<file path="config.mk">
export PLATFORM = sky130hd
export DESIGN_NAME = weight_fetch
export DESIGN_NICKNAME = d
export VERILOG_FILES = /design/src/rtl/weight_fetch_pkg.sv /design/src/rtl/weight_fetch_fifo.sv /design/src/rtl/weight_fetch.sv
export SDC_FILE = /design/constraint.sdc
export NUM_CORES = 1
export LEC_CHECK = 0
export BUFFER_PORTS_ARGS = -buffer_cell sky130_fd_sc_hd__buf_2
export CORE_UTILIZATION = 55
export DETAILED_ROUTE_END_ITERATION = 12
export PLACE_DENSITY = 0.8
export RECOVER_POWER = 25
export SYNTH_ARGS = -nofsm -noshare
export SYNTH_HDL_FRONTEND = slang
export SYNTH_SLANG_ARGS = --single-unit
</file>
<file path="constraint.sdc">
create_clock -name clk -period 6.1 [get_ports clk]
set_input_delay 0.305 -clock clk [delete_from_list [all_inputs] [get_ports clk]]
set_output_delay 0.305 -clock clk [all_outputs]
set_load 0.05 [all_outputs]
</file>
<file path="src/rtl/weight_fetch_pkg.sv">
// rtl/weight_fetch_pkg.sv - shared types, beat totals and helpers for the weight fetch controller
package weight_fetch_pkg;

  // Filter layout selected at start; decides how many 64-bit beats to fetch
  typedef enum logic [1:0] {
    MODE1 = 2'd0,
    MODE2 = 2'd1,
    MODE3 = 2'd2,
    MODE4 = 2'd3
  } op_mode_t;

  typedef enum logic [1:0] {
    ST_IDLE  = 2'd0,
    ST_FETCH = 2'd1,
    ST_DRAIN = 2'd2
  } state_t;

  localparam int CNT_W = 7;

  localparam logic [CNT_W-1:0] BEATS_MODE12 = 7'd88;
  localparam logic [CNT_W-1:0] BEATS_MODE3  = 7'd20;
  localparam logic [CNT_W-1:0] BEATS_MODE4  = 7'd12;

  function automatic logic [CNT_W-1:0] beat_total(input op_mode_t mode);
    case (mode)
      MODE3:   return BEATS_MODE3;
      MODE4:   return BEATS_MODE4;
      default: return BEATS_MODE12;
    endcase
  endfunction

endpackage

</file>
<file path="src/rtl/weight_fetch_fifo.sv">
// rtl/weight_fetch_fifo.sv - return-data FIFO with flush, registered storage and combinational head
module weight_fetch_fifo #(
  parameter int DEPTH = 4,
  parameter int W     = 64,
  localparam int PTR_W = $clog2(DEPTH)
) (
  input  logic           clk,
  input  logic           rst_n,
  input  logic           push_i,
  input  logic [W-1:0]   data_i,
  input  logic           pop_i,
  input  logic           flush_i,
  output logic [PTR_W:0] count_o,
  output logic           empty_o,
  output logic [W-1:0]   head_o
);

  logic [W-1:0]     mem_q [DEPTH];
  logic [PTR_W-1:0] wr_ptr_q;
  logic [PTR_W-1:0] rd_ptr_q;
  logic [PTR_W:0]   count_q;
  logic [PTR_W:0]   count_d;

  // Occupancy after this cycle's push/pop; DEPTH is a power of two so pointers wrap naturally
  always_comb begin
    count_d = count_q;
    if (push_i) count_d = count_d + {{PTR_W{1'b0}}, 1'b1};
    if (pop_i)  count_d = count_d - {{PTR_W{1'b0}}, 1'b1};
  end

  // Storage and pointers; flush empties the queue but leaves stale entries in place
  always_ff @(posedge clk or negedge rst_n) begin
    if (!rst_n) begin
      for (int i = 0; i < DEPTH; i++) mem_q[i] <= '0;
      wr_ptr_q <= '0;
      rd_ptr_q <= '0;
      count_q  <= '0;
    end else if (flush_i) begin
      wr_ptr_q <= '0;
      rd_ptr_q <= '0;
      count_q  <= '0;
    end else begin
      if (push_i) begin
        mem_q[wr_ptr_q] <= data_i;
        wr_ptr_q        <= wr_ptr_q + 1'b1;
      end
      if (pop_i) rd_ptr_q <= rd_ptr_q + 1'b1;
      count_q <= count_d;
    end
  end

  assign count_o = count_q;
  assign empty_o = (count_q == '0);
  assign head_o  = mem_q[rd_ptr_q];

endmodule

</file>
<file path="src/rtl/weight_fetch.sv">
// rtl/weight_fetch.sv - filter weight fetch controller; WEIGHT_FETCH_PERF_EN adds the stall_cycles counter
module weight_fetch
  import weight_fetch_pkg::*;
#(
  parameter int FIFO_DEPTH = 4,
  parameter int ADDR_W     = 32
) (
  input  logic              clk,
  input  logic              rst_n,
  input  op_mode_t          mode_in,
  input  logic              start,
  input  logic              abort,
  input  logic [ADDR_W-1:0] base_addr,
  output logic              rd_req,
  output logic [ADDR_W-1:0] rd_addr,
  input  logic              rd_gnt,
  input  logic              rd_valid,
  input  logic [63:0]       rd_data,
  input  logic              mem_req,
  output logic              mem_data_valid,
  output logic [63:0]       weight_data,
  output logic              busy,
  output logic              done
`ifdef WEIGHT_FETCH_PERF_EN
  ,
  output logic [15:0]       stall_cycles
`endif
);

  localparam int FCNT_W = $clog2(FIFO_DEPTH) + 1;
  localparam int OCC_W  = CNT_W + 1;

  state_t              state_q;
  op_mode_t            mode_q;
  logic [ADDR_W-1:0]   rd_addr_q;
  logic [CNT_W-1:0]    issued_q;
  logic [CNT_W-1:0]    outstanding_q;
  logic [CNT_W-1:0]    outstanding_d;
  logic [CNT_W-1:0]    delivered_q;
  logic                done_q;

  logic [CNT_W-1:0]    total;
  logic [FCNT_W-1:0]   fifo_count;
  logic                fifo_empty;
  logic [OCC_W-1:0]    occupancy;
  logic                accept;
  logic                ret_dec;
  logic                pop;
  logic                push;
  logic                flush;
  logic                start_acc;
  logic                last_pop;

  assign total     = beat_total(mode_q);
  // Credits: every beat in flight or parked in the FIFO holds a slot, so returns can never overflow
  assign occupancy = {1'b0, outstanding_q} + OCC_W'(fifo_count);

  assign rd_req    = (state_q == ST_FETCH) && (issued_q < total) &&
                     (occupancy < OCC_W'(FIFO_DEPTH));
  assign accept    = rd_req && rd_gnt;
  assign ret_dec   = rd_valid && (state_q != ST_IDLE);
  assign mem_data_valid = !fifo_empty && mem_req && (state_q == ST_FETCH);
  assign pop       = mem_data_valid;
  assign push      = rd_valid && (state_q == ST_FETCH);
  assign flush     = abort && (state_q == ST_FETCH);
  assign start_acc = (state_q == ST_IDLE) && start && !abort;
  assign last_pop  = pop && (delivered_q == total - 7'd1);

  assign rd_addr   = rd_addr_q;
  assign busy      = (state_q != ST_IDLE);
  assign done      = done_q;

  weight_fetch_fifo #(
    .DEPTH (FIFO_DEPTH),
    .W     (64)
  ) u_fifo (
    .clk     (clk),
    .rst_n   (rst_n),
    .push_i  (push),
    .data_i  (rd_data),
    .pop_i   (pop),
    .flush_i (flush),
    .count_o (fifo_count),
    .empty_o (fifo_empty),
    .head_o  (weight_data)
  );

  // Requests in flight: up on an accepted request, down on each return, both may happen together
  always_comb begin
    outstanding_d = outstanding_q;
    if (accept)  outstanding_d = outstanding_d + 7'd1;
    if (ret_dec) outstanding_d = outstanding_d - 7'd1;
  end

  // Control FSM with its address/beat counters and the registered done pulse
  always_ff @(posedge clk or negedge rst_n) begin
    if (!rst_n) begin
      state_q       <= ST_IDLE;
      mode_q        <= MODE1;
      rd_addr_q     <= '0;
      issued_q      <= '0;
      outstanding_q <= '0;
      delivered_q   <= '0;
      done_q        <= 1'b0;
    end else begin
      done_q        <= 1'b0;
      outstanding_q <= outstanding_d;
      if (accept) begin
        rd_addr_q <= rd_addr_q + ADDR_W'(8);
        issued_q  <= issued_q + 7'd1;
      end
      if (pop) delivered_q <= delivered_q + 7'd1;
      case (state_q)
        ST_IDLE: begin
          if (start_acc) begin
            state_q       <= ST_FETCH;
            mode_q        <= mode_in;
            rd_addr_q     <= base_addr;
            issued_q      <= '0;
            delivered_q   <= '0;
            outstanding_q <= '0;
          end
        end
        ST_FETCH: begin
          if (abort) begin
            state_q <= ST_DRAIN;
          end else if (last_pop) begin
            state_q <= ST_IDLE;
            done_q  <= 1'b1;
          end
        end
        ST_DRAIN: begin
          if (outstanding_d == '0) state_q <= ST_IDLE;
        end
        default: state_q <= ST_IDLE;
      endcase
    end
  end

`ifdef WEIGHT_FETCH_PERF_EN
  logic [15:0] stall_q;

  // Saturating count of request cycles the memory refused
  always_ff @(posedge clk or negedge rst_n) begin
    if (!rst_n) begin
      stall_q <= '0;
    end else if (start_acc) begin
      stall_q <= '0;
    end else if (rd_req && !rd_gnt && (stall_q != 16'hFFFF)) begin
      stall_q <= stall_q + 16'd1;
    end
  end

  assign stall_cycles = stall_q;
`endif

endmodule

</file>
# Word-level counts from Yosys, hierarchy flattened
# Index checks and enable logic that the tools add are counted.
# totals
mem_bits_ro,0
latch_bits,0
input_bits,105
mem_bits_rw,0
register_bits,321
out_inout_bits,100
n_memories,0
# classes
shifts,0
mux,35
reduce_logical,23
mul,0
order_cmp,5
bitwise,3
div_mod_pow,0
n_eq_ne,8
addsub,11
# ops
operator,n
bitwise mux 256 bit,1
two-way mux 64 bit,3
binary-select mux 64 bit (select 2 bit),1
demux 64 bit (select 2 bit),1
two-way mux 32 bit,3
two-way mux 7 bit,10
adder 32 x 4 -> 32 bit (second input constant),1
adder 7 x 1 -> 7 bit (second input constant),3
two-way mux 2 bit,8
case mux 7 bit (2 select lines),1
subtractor 7 x 1 -> 7 bit (second input constant),2
logical AND 1 bit,12
two-way mux 3 bit,3
adder 7 x 3 -> 8 bit,1
< comparator 8 x 3 -> 1 bit (second input constant),1
equality test 7 bit,1
logical NOT 7 bit,1
< comparator 7 bit,1
equality test 2 bit (second input constant),3
>= comparator 3 bit (second input constant),2
inverter 2 -> 3 bit,2
case mux 2 bit (3 select lines),1
nonzero test 2 bit,3
adder 2 x 1 -> 2 bit (second input constant),2
13 further kinds,18

# Logic depth before layout (Yosys ltp)
# Gate-level depths: netlist (run 1).
# depth
depth_word,12
mapped_depth,13

# Modules after synthesis
# A second synthesis (run 1) with hierarchy kept.
# hier_totals
cells_unflattened,1018
area_unflattened_um2,15955.3
# modules_own_cells
module,area_each_um2,cells_each,seq_area_each_um2,n_inst
weight_fetch_fifo,12741.0,663,6581.3,1
weight_fetch,3214.3,355,1451.4,1

# Least setup slack after synthesis (run 1)
# No wires, ideal clock.
# synth_path
kind,register to register
start,register mode_q[1]
end,register state_q[1]
synth_period_minus_slack_ps,2918
setup_ps,88
path_buffers,1
slack_ps,3182
t_arrival_ps,2829
path_stages_with_launch,14
path_cell_list,dfrtp_1 > nand2_1 > inv_1 > ha_1 > o31ai_1 > o2111a_1 > buf_2 > mux2i_1 > ha_1 > nand2_1 > o22ai_1 > nor2_1 > a21oi_1 > a41oi_1
# synth_between
elab_chain_cells,12
# synth_rtl
element,line,rtl
from (decl),weight_fetch.sv:34,op_mode_t mode_q;
from (signal assigned),weight_fetch.sv:117,mode_q <= mode_in;
equality test 2 bit,weight_fetch_pkg.sv:25,case (mode)
case mux 7 bit (2 select lines) *,weight_fetch_pkg.sv:25,
< comparator 7 bit,weight_fetch.sv:58,assign rd_req = (state_q == ST_FETCH) && (issued_q < total) &&
logical AND 1 bit (2 in series),weight_fetch.sv:58,
logical AND 1 bit,weight_fetch.sv:60,assign accept = rd_req && rd_gnt;
two-way mux 7 bit,weight_fetch.sv:91,if (accept) outstanding_d = outstanding_d + 7'd1;
subtractor 7 x 1 -> 7 bit,weight_fetch.sv:92,if (ret_dec) outstanding_d = outstanding_d - 7'd1;
two-way mux 7 bit,weight_fetch.sv:92,
logical NOT 7 bit,weight_fetch.sv:133,if (outstanding_d == '0) state_q <= ST_IDLE;
inequality test 2 bit (no line),n/a,
AND reduction 3 bit (no line) *,n/a,
to (signal assigned),weight_fetch.sv:98,state_q <= ST_IDLE;
to (signal assigned),weight_fetch.sv:133,
to (signal assigned),weight_fetch.sv:135,default: state_q <= ST_IDLE;
to (decl),weight_fetch.sv:33,state_t state_q;
# Mark *: on every way between the ends. The rest lies on a longest branch, timed or not.
# A chain may end at the register's enable or synchronous reset.

==> results of run 1 <==
[placed cells by master, fill, tap and decap left out, drive strengths merged, types with 3 or more instances in the layout]
| master | synthesis | layout |
|---|---|---|
| o21ai | 34 | 34 |
| mux4 | 64 | 64 |
| nor2 | 45 | 45 |
| and3 | 5 | 5 |
| nand2 | 82 | 82 |
| mux2i | 4 | 4 |
| buf | 12 | 173 |
| nand3 | 13 | 13 |
| ha | 17 | 17 |
| inv | 11 | 11 |
| dfrtp | 321 | 321 |
| nor2b | 3 | 3 |
| or2 | 3 | 3 |
| nor3 | 7 | 7 |
| xor2 | 26 | 26 |
| nor4 | 4 | 4 |
| nand2b | 3 | 3 |
| or3 | 5 | 5 |
| a21oi | 10 | 10 |
| or4 | 3 | 3 |
| a31oi | 3 | 3 |
| dlygate4sd3 | 0 | 6 |
| xnor2 | 24 | 24 |
| clkinv | 0 | 5 |
| nand4 | 10 | 10 |
| clkbuf | 41 | 93 |
| mux2 | 256 | 256 |
[per-stage QoR]
stage	hold slack, ns	util (%)	cells	power (W)	cell area, um^2
after global routing	0.0121	65.8	1586	0.00987	17100
after CTS	0.00122	66.1	1586	0.00950	17200
final	0.0188	65.8	1587	0.00940	17200
after floorplan	0.00941	-	1025	0.00638	14600
after detailed placement	0.451	61.2	1518	0.00729	15900
after global placement	0.452	61.2	1518	0.00717	15900
[synthesized netlist by cell type, types with 2 or more instances]
library cell | count | area (um^2)
o211ai_1 | 2 | 15.0
inv_1 | 11 | 41.3
nand4_1 | 10 | 62.6
xor2_1 | 26 | 228
nor2_1 | 42 | 158
a41oi_1 | 2 | 17.5
nand3_1 | 13 | 65.1
and3_1 | 5 | 31.3
nor3_2 | 2 | 20.0
a21oi_1 | 10 | 50.1
xnor2_1 | 24 | 210
mux4_2 | 64 | 1440
nor4_1 | 3 | 18.8
o21ai_0 | 19 | 95.1
nand2b_1 | 3 | 18.8
o21ai_1 | 14 | 70.1
mux2i_1 | 4 | 40.0
or3_1 | 5 | 31.3
nand2_1 | 82 | 308
nor2b_1 | 3 | 18.8
clkbuf_1 | 41 | 154
and2_1 | 2 | 12.5
nor2_2 | 3 | 18.8
or2_2 | 3 | 18.8
mux2_2 | 256 | 2880
buf_1 | 10 | 37.5
nor3_1 | 5 | 25.0
ha_1 | 17 | 213
dfrtp_1 | 321 | 8030
a31oi_1 | 2 | 12.5
o31ai_1 | 2 | 15.0
or4_4 | 2 | 22.5
[registers in the layout, indices dropped and copies added (netlist names)]
register	flops
done	1
u_fifo.mem_q	256
delivered_q	7
u_fifo.wr_ptr_q	2
issued_q	7
u_fifo.count_o	3
outstanding_q	7
state_q	2
u_fifo.rd_ptr_q	2
mode_q	2
rd_addr	32
[path summary, 6_finish.rpt]
kind                              start  cells past startpoint                  to
max                               rst_n                      3  u_fifo.rd_ptr_q[0]
min                        base_addr[7]                      3          rd_addr[7]
max reg2reg                   mode_q[1]                     12          state_q[1]
min reg2reg                  rd_addr[1]                      2          rd_addr[1]
max in group clk              mode_q[1]                     12          state_q[1]
min in group asynchronous         rst_n                      2   u_fifo.mem_q[200]
[per-layer routing]
| layer | vias up | wire length (um) | part of all wire (%) | global-route usage (%) |
|---|---|---|---|---|
| met1 | 4600 | 13000 | 43 | 30.3 |
| li1 | 4118 | - | - | - |
| met4 | 2 | 379 | 1.3 | 4.84 |
| met5 | - | 13 | 0.043 | 0 |
| met3 | 35 | 1870 | 6.2 | 5.12 |
| met2 | 258 | 14900 | 49 | 38.6 |
[cell families (layout without fill, tap and decap cells)]
kind of cell / after synthesis / count (layout)
flip-flops: 321 / 321
multiplexers: 324 / 324
buffers and inverters: 64 / 290
XOR/XNOR: 50 / 50
AO/OA/AOI/OAI: 61 / 61
AND/OR/NAND/NOR: 188 / 188
other: 0 / 1
adder cells (fa/ha/maj): 17 / 17
[power groups by stage]
| stage | Combinational (W) | Sequential, W | Clock [W] |
|---|---|---|---|
| 6_report | 0.00375 | 0.00347 | 0.00218 |
| 5_1_grt | 0.00399 | 0.00358 | 0.00230 |
| 4_1_cts | 0.00382 | 0.00347 | 0.00222 |
| 3_5_place_dp | 0.00380 | 0.00349 | 0 |
| 3_3_place_gp | 0.00373 | 0.00344 | 0 |
| 2_1_floorplan | 0.00275 | 0.00363 | 0 |
[what timing repair did]
item | 4_1_cts | 5_1_grt
endpoints found under the setup margin | 0 | 0
hold buffers | 6 | 0
endpoints found under the hold margin | 121 | 0
[final cells by class]
class	instances	area (um^2)	area share, %
sequential	321	8040	46.9
multi-input combinational	640	6340	37.0
clock buffer	55	1130	6.61
timing repair buffer	217	1090	6.38
tap	335	419	2.44
clock inverter	7	85.1	0.496
inverter	11	41.3	0.241
antenna	1	2.50	0.0146
[worst register-to-register path, cell delays in order, from the launching register on]
cell	delay, ns
dfrtp_1	0.44
nand2_1	0.12
inv_1	0.05
ha_1	0.27
o31ai_1	0.60
o2111a_1	0.60
mux2i_1	0.30
ha_1	0.28
nand2_1	0.10
o22ai_1	0.09
nor2_1	0.10
a21oi_1	0.05
a41oi_1	0.23
==> results.sh, run 1 <==
export IMPL_htree_levels=2
export IMPL_power_density_mw_per_mm2=548
export IMPL_cts_inserted_buffers=35
export IMPL_synth_cells=1025
export IMPL_cts_sinks=321
export IMPL_worstHoldPathType="input port to register"
export IMPL_synthMuxAreaShare_pct=29.9
export IMPL_grt_max_degree=157
export IMPL_grt_usage_pct=22.8
export IMPL_cell_internal_pwr_w=0.00569
export IMPL_r2r_slack_ns=2.79
export IMPL_drtPass1Iterations=4
export IMPL_dp_hpwl_mm=18.6
export IMPL_ant_nets=0
export IMPL_drc_errors=0
export IMPL_ys_types=49
export IMPL_synth_compound_area_share_pct=2.82
export IMPL_drt_iter0_drc=451
export IMPL_tightestPinTransition_ns=2.92
export IMPL_worst_endpoint_required_ns=6.36
export IMPL_synth_simple_area_share_pct=6.05
export IMPL_rows=59
export IMPL_failed_checks="max-capacitance violations, max-slew violations"
export IMPL_relSlewSlack_pct=-94.5
export IMPL_top_level_ports=205
export IMPL_fmaxAchievable_ghz=0.258
export IMPL_critPathMaxFanout=118
export IMPL_routed_wl_mm=30.2
export IMPL_comb_power_share_pct=39.9
export IMPL_swShare_pct=39.4
export IMPL_core_mm2=0.0261
export IMPL_fin_crit_sh_pct=63.6
export IMPL_finClkSkew_ns=0.0152
export IMPL_clkTransAtPathRegs_ns=0.06
export IMPL_fin_ws_ns=2.22
export IMPL_path_buf_inv=3
export IMPL_final_setup_viol_count=0
export IMPL_cp_top_family="buffers and inverters"
export IMPL_maxCapViolCount=2
export IMPL_die_area_mm2=0.0272
export IMPL_path_cells="dlygate4sd3_1 > clkbuf_2 > clkbuf_2"
export IMPL_cp_slowest_cell="clkbuf_2"
export IMPL_synthAdderAreaFrac_pct=1.46
export IMPL_slew_violations=176
export IMPL_tritoncts="done"
export IMPL_synthToLayoutAreaGrowth_pct=17.6
export IMPL_hold_viol=0
export IMPL_synth_xor_area_share_pct=3.00
export IMPL_post_cts_setup_buffer_count=0
export IMPL_fin_nets=1348
export IMPL_grt_overflow=0
export IMPL_critical_path_class="input port to async pin"
export IMPL_wire_per_inst_um=19.0
export IMPL_final_setup_tns_ns=0
export IMPL_vias=9013
export IMPL_synth_ff_type="dfrtp_1"
export IMPL_p_sw_w=0.00371
export IMPL_ys_seq_area_share_pct=55.1
export IMPL_synth_edf_count=0
export IMPL_grt_pass1_vias=9355
export IMPL_cts_root_buf="clkbuf_16"
export IMPL_crit_path_frequent_cell="clkbuf_2"
export IMPL_grt_pass1_wl_mm=48.6
export IMPL_p_leak_nw=8.16
export IMPL_synth_avg_cell_area_um2=14.2
export IMPL_viasPerCell=5.68
export IMPL_seq_power_share_pct=36.9
export IMPL_rsz0062_at_grt="no"
export IMPL_die_y_um=165
export IMPL_synth_seq_cells=321
export IMPL_numPortBuffers=204
export IMPL_syn_cell_area_mm2=0.0146
export IMPL_min_period_ns=3.88
export IMPL_pre_cts_slack_ns=2.78
export IMPL_start_util_pct=56.0
export IMPL_status="finished, violations left"
export IMPL_synth_nets=1147
export IMPL_yosys_warnings=0
export IMPL_cts_buffer_depth=3
export IMPL_pwr_share_clk_pct=23.2
export IMPL_async_reset_ff_share_pct=100
export IMPL_arrival_ns=4.14
export IMPL_peakVddDrop_mv=0.414
export IMPL_cp_slowest_stage_delay_ns=2.04
export IMPL_startpoint_type="input port"
export IMPL_clk_latency_ns=0.50
export IMPL_post_cts_resized=0
export IMPL_drive_gt1_share_pct=46.0
export IMPL_place_congestion=0.833
export IMPL_synth_top_family_by_area="multiplexers"
export IMPL_antenna_found_initial=3
export IMPL_nFillCells=1894
export IMPL_die_w_um=165
export IMPL_crit_path_end_kind="async pin"
Power figures use the tool's default switching activity.
==> run 2, diff against run 1 <==
--- a/config.mk
+++ b/config.mk
@@ -5,6 +5,7 @@
 export SDC_FILE = /design/constraint.sdc
 export NUM_CORES = 1
 export LEC_CHECK = 0
+export ABC_AREA = 1
 export BUFFER_PORTS_ARGS = -buffer_cell sky130_fd_sc_hd__buf_2
 export CORE_UTILIZATION = 55
 export DETAILED_ROUTE_END_ITERATION = 12
==> constraint.sdc (replaced) <==
create_clock -name clk -period 3.9 [get_ports clk]
set_input_delay 0.195 -clock clk [delete_from_list [all_inputs] [get_ports clk]]
set_output_delay 0.195 -clock clk [all_outputs]
set_load 0.05 [all_outputs]
==> results.sh, run 2 <==
export IMPL_final_cell_mix="o21ai_0 (407), nand2_1 (405), dfrtp_1 (319), nor2_1 (194), buf_2 (173)"
export IMPL_dp_hpwl_mm=24.0
export IMPL_peakVddDrop_mv=0.600
export IMPL_swShare_pct=47.9
export IMPL_min_period_ns=3.11
export IMPL_seq_power_share_pct=33.6
export IMPL_cts_root_buf="clkbuf_16"
export IMPL_syn_cell_area_mm2=0.0151
export IMPL_antenna_found_initial=3
export IMPL_pwr_share_clk_pct=20.8
export IMPL_finClkSkew_ns=0.0193
export IMPL_wl_met1_mm=16.4
export IMPL_slew_violations=65
export IMPL_start_util_pct=56.2
export IMPL_synth_seq_cells=321
export IMPL_fin_nets=2193
export IMPL_reg2regPathDepth=11
export IMPL_maxCapViolCount=1
export IMPL_final_setup_tns_ns=0
export IMPL_hold_viol=0
export IMPL_fin_crit_sh_pct=79.7
export IMPL_grt_pass1_wl_mm=65.4
export IMPL_synth_avg_cell_area_um2=8.19
export IMPL_grt_usage_pct=28.4
export IMPL_synth_area_leaders="dfrtp_1 (53%), o21ai_0 (13%), nand2_1 (10%), nor2_1 (4.8%), inv_1 (3.2%)"
export IMPL_yosysTopAreaCellShare_pct=53.1
export IMPL_power_density_mw_per_mm2=872
export IMPL_cts_sinks=321
export IMPL_largest_reg_flops=256
export IMPL_p_sw_w=0.00762
export IMPL_critPathMaxFanout=80
export IMPL_comb_power_share_pct=45.6
export IMPL_path_cells="buf_4 > o21ai_0 > o22ai_1 > buf_2"
export IMPL_synth_cells=1849
export IMPL_ys_seq_area_share_pct=53.1
export IMPL_cts_buffer_depth=3
export IMPL_ant_nets=0
export IMPL_cell_internal_pwr_w=0.00829
export IMPL_wl_met3_mm=3.03
export IMPL_top_level_ports=205
export IMPL_grt_pass1_vias=13400
export IMPL_drtPass1Iterations=6
export IMPL_die_area_mm2=0.0282
export IMPL_cp_slowest_stage_delay_ns=0.79
export IMPL_critical_path_class="register to output port"
export IMPL_grt_overflow=0
export IMPL_post_cts_resized=0
export IMPL_synth_most_common_cell="nand2_1"
export IMPL_postPlaceCellArea_mm2=0.0164
export IMPL_htree_levels=2
export IMPL_wl_met2_mm=19.1
export IMPL_status="finished, violations left"
export IMPL_p_total_w=0.0159
export IMPL_r2r_start="u_fifo.count_o[2]"
export IMPL_synth_edf_count=0
export IMPL_cp_startpoint="u_fifo.rd_ptr_q[0]"
export IMPL_startpoint_type="register"
export IMPL_path_buf_inv=2
export IMPL_cp_depth=4
export IMPL_regMostFlops="u_fifo.mem_q"
export IMPL_synth_top_area_cell="dfrtp_1"
export IMPL_drive_gt1_share_pct=13.7
export IMPL_numPortBuffers=204
export IMPL_tightestPinTransition_ns=1.54
export IMPL_place_congestion=1.00
export IMPL_routed_wl_mm=39.5
export IMPL_post_cts_setup_buffer_count=0
export IMPL_viasPerCell=5.62
export IMPL_worstHoldPathType="input port to register"
export IMPL_netlist_top_cells_count="nand2_1 (409), o21ai_0 (407), dfrtp_1 (321)"
export IMPL_top_layer="met5"
export IMPL_final_area_mm2=0.0182
export IMPL_failed_checks="max-capacitance violations, max-slew violations"
export IMPL_fmaxAchievable_ghz=0.322
export IMPL_cp_top_family="buffers and inverters"
export IMPL_wire_per_inst_um=16.2
export IMPL_rsz0062_at_grt="no"
export IMPL_worst_endpoint_required_ns=3.70
export IMPL_ys_types=35
export IMPL_synth_nets=1971
export IMPL_synth_ff_type="dfrtp_1"
export IMPL_clkTransAtPathRegs_ns=0.06
export IMPL_async_reset_ff_share_pct=100
export IMPL_core_mm2=0.0270
export IMPL_clk_latency_ns=0.52
export IMPL_hold_ws_ns=0.00830
export IMPL_vias=13700
export IMPL_r2r_slack_ns=1.07
export IMPL_drt_iter0_drc=1278
export IMPL_die_y_um=168
export IMPL_crit_path_end_kind="output port"
export IMPL_synthToLayoutAreaGrowth_pct=20.4
export IMPL_relSlewSlack_pct=-2.49
export IMPL_drc_errors=0
export IMPL_cts_inserted_buffers=36
export IMPL_tritoncts="done"
export IMPL_p_leak_nw=8.94
export IMPL_worstSetupEndpoint="weight_data[1]"
export IMPL_reg2reg_to="rd_addr[3]"
export IMPL_final_setup_viol_count=0
export IMPL_mostFrequentLayoutCell="o21ai_0"
export IMPL_postCtsHoldBufs=73
export IMPL_rows=60
export IMPL_cp_slowest_cell="dfrtp_4"
export IMPL_die_w_um=168
export IMPL_grt_max_degree=132
export IMPL_arrival_ns=2.91
export IMPL_yosys_warnings=0
## run 2: changes by cell type after synthesis, sizes merged, moves of 64 or more
cell   delta
nand2   +331
mux2    -256
o21ai   +379
inv     +126
mux4     -64
nor2    +163
## run 2: kinds of logic (layout without fill, tap and decap cells)
group                      Yosys count  count (layout)  synth area share (%)
adders and majority gates           17              17                  1.41
DFF                                321             321                  53.1
xor gates and xnor gates            29              29                  1.68
and+or+nand+nor                    714             714                  19.7
AOI/OAI and AO/OA                  517             517                  17.8
buffers and inverters              251             498                  6.31
other                                0               2                     0
## run 2: cell type report
class,instances,area (um^2)
Antenna cell,2,5.00
Clock buffer,55,1050
Clock inverter,8,110
Fill cell,2086,8720
Inverter,138,519
Multi-Input combinational cell,1277,6190
Sequential cell,321,8040
Tap cell,341,427
Timing Repair Buffer,297,1900
## run 2: power by group through the flow
stage | clock (W) | combinational (W) | sequential [W]
after floorplan | 0 | 0.00503 | 0.00560
after global placement | 0 | 0.00705 | 0.00530
after detailed placement | 0 | 0.00719 | 0.00534
after CTS | 0.00336 | 0.00727 | 0.00531
after global routing | 0.00350 | 0.00787 | 0.00547
final | 0.00331 | 0.00725 | 0.00534
## run 2: worst min-delay path by stage
stage / from / cells past startpoint / end / slack [ns]
2_1_floorplan: rst_n / 0 / delivered_q[0] / -0.10
3_3_place_gp: rst_n / 1 / outstanding_q[3] / 0.39
3_5_place_dp: rst_n / 1 / outstanding_q[5] / 0.40
4_1_cts: rd_data[32] / 3 / u_fifo.mem_q[96] / 0.0009
5_1_grt: rd_data[14] / 3 / u_fifo.mem_q[142] / 0.008
6_report: rd_data[14] / 3 / u_fifo.mem_q[142] / 0.008
## run 2: per-layer routing
metal | vias to the layer above | GRT usage (%)
li1 | 6547 | -
met1 | 6553 | 37.3
met2 | 523 | 48.0
met3 | 82 | 5.05
met4 | 2 | 9.33
met5 | - | 0
## run 2: worst reg2reg max path, stage by stage, from the launching register on
cell     delay, ns
dfrtp_1       0.42
ha_1          0.41
nand2_1       0.08
o21ai_1       0.19
nand2_1       0.13
xor2_1        0.16
nor2_1        0.11
nand4_1       0.11
nor2_2        0.40
nand2_1       0.40
nand2_1       0.19
a31oi_1       0.11
## run 2: per-stage QoR
stage	utilization (%)	setup WS [ns]	instances
floorplan	-	1.27	1849
CTS	67.8	0.775	2437
finish	67.7	0.793	2439
detailed placement	60.8	1.18	2301
global route	67.6	0.651	2438
global placement	60.8	1.29	2301
==> run 3, diff against run 2 <==
--- a/config.mk
+++ b/config.mk
@@ -5,11 +5,11 @@
 export SDC_FILE = /design/constraint.sdc
 export NUM_CORES = 1
 export LEC_CHECK = 0
-export ABC_AREA = 1
+export ABC_AREA = 0
 export BUFFER_PORTS_ARGS = -buffer_cell sky130_fd_sc_hd__buf_2
-export CORE_UTILIZATION = 55
+export CORE_UTILIZATION = 52
 export DETAILED_ROUTE_END_ITERATION = 12
-export PLACE_DENSITY = 0.8
+export PLACE_DENSITY = 0.79
 export RECOVER_POWER = 25
 export SYNTH_ARGS = -nofsm -noshare
 export SYNTH_HDL_FRONTEND = slang
==> constraint.sdc (replaced) <==
create_clock -name clk -period 2.8 [get_ports clk]
set_input_delay 0.14 -clock clk [delete_from_list [all_inputs] [get_ports clk]]
set_output_delay 0.14 -clock clk [all_outputs]
set_load 0.05 [all_outputs]
==> results.sh, run 3 (synthesis results as in run 1) <==
export IMPL_reg2regPathDepth=12
export IMPL_fin_nets=1479
export IMPL_grt_max_degree=79
export IMPL_final_area_mm2=0.0186
export IMPL_final_cell_mix="dfrtp_1 (319), mux2_2 (256), buf_2 (203), dlygate4sd3_1 (101), nand2_1 (77)"
export IMPL_p_leak_nw=8.85
export IMPL_min_period_ns=2.73
export IMPL_worstHoldPathType="input port to register"
export IMPL_multi_input_area_mm2=0.00643
export IMPL_regMostFlops="u_fifo.mem_q"
export IMPL_synthToLayoutAreaGrowth_pct=27.4
export IMPL_tightestPinTransition_ns=1.80
export IMPL_dp_hpwl_mm=20.9
export IMPL_drc_errors=0
export IMPL_final_cells=1753
export IMPL_fin_ws_ns=0.0661
export IMPL_nFillCells=1829
export IMPL_grt_pass1_wl_mm=54.6
export IMPL_startpoint_type="register"
export IMPL_routed_wl_mm=33.2
export IMPL_core_mm2=0.0273
export IMPL_maxCapViolCount=1
export IMPL_reg2reg_to="outstanding_q[6]"
export IMPL_cts_root_buf="clkbuf_16"
export IMPL_hp_start="start"
export IMPL_viasPerCell=5.55
export IMPL_wire_per_inst_um=19.0
export IMPL_status="finished, violations left"
export IMPL_top_level_ports=205
export IMPL_relSlewSlack_pct=-20.0
export IMPL_numPortBuffers=204
export IMPL_grt_pass1_vias=10600
export IMPL_mostFrequentLayoutCell="dfrtp_1"
export IMPL_vias=9723
export IMPL_largest_reg_flops=256
export IMPL_start_util_pct=53.5
export IMPL_critPathMaxFanout=4
export IMPL_drive_gt1_share_pct=47.6
export IMPL_cts_inserted_buffers=34
export IMPL_htree_levels=2
export IMPL_place_congestion=0.785
export IMPL_failed_checks="max-capacitance violations, max-slew violations"
export IMPL_die_w_um=170
export IMPL_antenna_found_initial=0
export IMPL_slew_violations=65
export IMPL_final_setup_viol_count=0
export IMPL_holdPathEnd="rd_addr[0]"
export IMPL_fmaxAchievable_ghz=0.366
export IMPL_cts_sinks=321
export IMPL_r2r_start="mode_q[1]"
export IMPL_ant_nets=0
export IMPL_hold_viol=0
export IMPL_cp_slowest_stage_delay_ns=0.41
export IMPL_cts_buffer_depth=3
export IMPL_rows=60
export IMPL_holdPathStages=4
export IMPL_dp_cells=1590
export IMPL_r2r_slack_ns=0.07
export IMPL_grt_overflow=0
export IMPL_crit_path_end_kind="register"
export IMPL_diodes=0
export IMPL_postPlaceCellArea_mm2=0.0164
export IMPL_drt_iter0_drc=485
export IMPL_tritoncts="done"
export IMPL_cp_slowest_cell="dfrtp_1"
export IMPL_clkTransAtPathRegs_ns=0.06
export IMPL_clk_latency_ns=0.51
export IMPL_grt_usage_pct=24.0
export IMPL_hold_ws_ns=0.0628
export IMPL_pre_cts_slack_ns=-0.0135
export IMPL_critical_path_class="register to register"
export IMPL_worst_endpoint_required_ns=3.18
export IMPL_die_area_mm2=0.0287
export IMPL_fin_crit_sh_pct=97.6
export IMPL_path_cells="buf_4 > ha_1 > nor4_4 > and2_4 > o2111a_2 > mux2i_2 > ha_4 > nand2_1 > nor3_2 > nand3_1 > xor2_1 > nor2_1"
export IMPL_regArea_mm2=0.00804
export IMPL_rsz0062_at_grt="yes"
export IMPL_finish_utilization_pct=68.2
export IMPL_power_density_mw_per_mm2=1110
export IMPL_finClkSkew_ns=0.0117
export IMPL_drtPass1Iterations=4
export IMPL_peakVddDrop_mv=0.851
export IMPL_arrival_ns=3.12
export IMPL_die_y_um=170
run 3: worst max path at each step:
| stage | from | end | slack (ns) |
|---|---|---|---|
| floorplan | mode_q[1] | outstanding_q[6] | -0.01 |
| global placement | mode_q[1] | outstanding_q[6] | 0.06 |
| detailed placement | mode_q[1] | outstanding_q[6] | -0.01 |
| CTS | mode_q[1] | outstanding_q[6] | 0.0008 |
| global route | mode_q[1] | outstanding_q[6] | -0.06 |
| finish | mode_q[1] | outstanding_q[6] | 0.07 |
run 3: timing repair:
action / in CTS / in global routing
pin swaps: 0 / 5
resized for setup: 1 / 15
hold endpoints to repair: 351 / 0
setup endpoints to repair: 1 / 15
buffers inserted: 0 / 2
hold buffers: 101 / 0
run 3: worst max-delay path, delay by kind of cell (launching register included):
kind / cells / cell delay [ns]
xor gates and xnor gates: 1 / 0.20
muxes: 1 / 0.30
adders and majority gates: 2 / 0.40
and+or+nand+nor: 6 / 0.90
DFF: 1 / 0.41
buffers and inverters: 1 / 0.15
AOI/OAI and AO/OA: 1 / 0.26
run 3: stage by stage:
step / total power [W] / setup TNS, ns
floorplan: 0.0139 / -0.00957
global placement: 0.0158 / 0
detailed placement: 0.0161 / -0.0135
CTS: 0.0206 / 0
global route: 0.0217 / -0.0897
finish: 0.0207 / 0
run 3: layout make-up:
type,instances,area share (%)
clock buffer,51,5.47
clock inverter,9,0.377
inverter,11,0.222
multi-input combinational,640,34.6
sequential,321,43.2
tap,372,2.50
timing repair buffer,349,13.6
run 3: power breakdown:
group / internal, W / switching [W]
Sequential: 0.00634 / 0.00114
Combinational: 0.00351 / 0.00537
Clock: 0.00252 / 0.00179
Total: 0.0124 / 0.00830
run 3: metal layers:
metal / wire length [um] / up-vias / GRT usage [%]
met3: 1870 / 48 / 4.85
met2: 17100 / 256 / 42.0
li1: - / 4379 / -
met1: 13800 / 5040 / 30.7
met4: 499 / 0 / 5.88
met5: 0 / - / 0
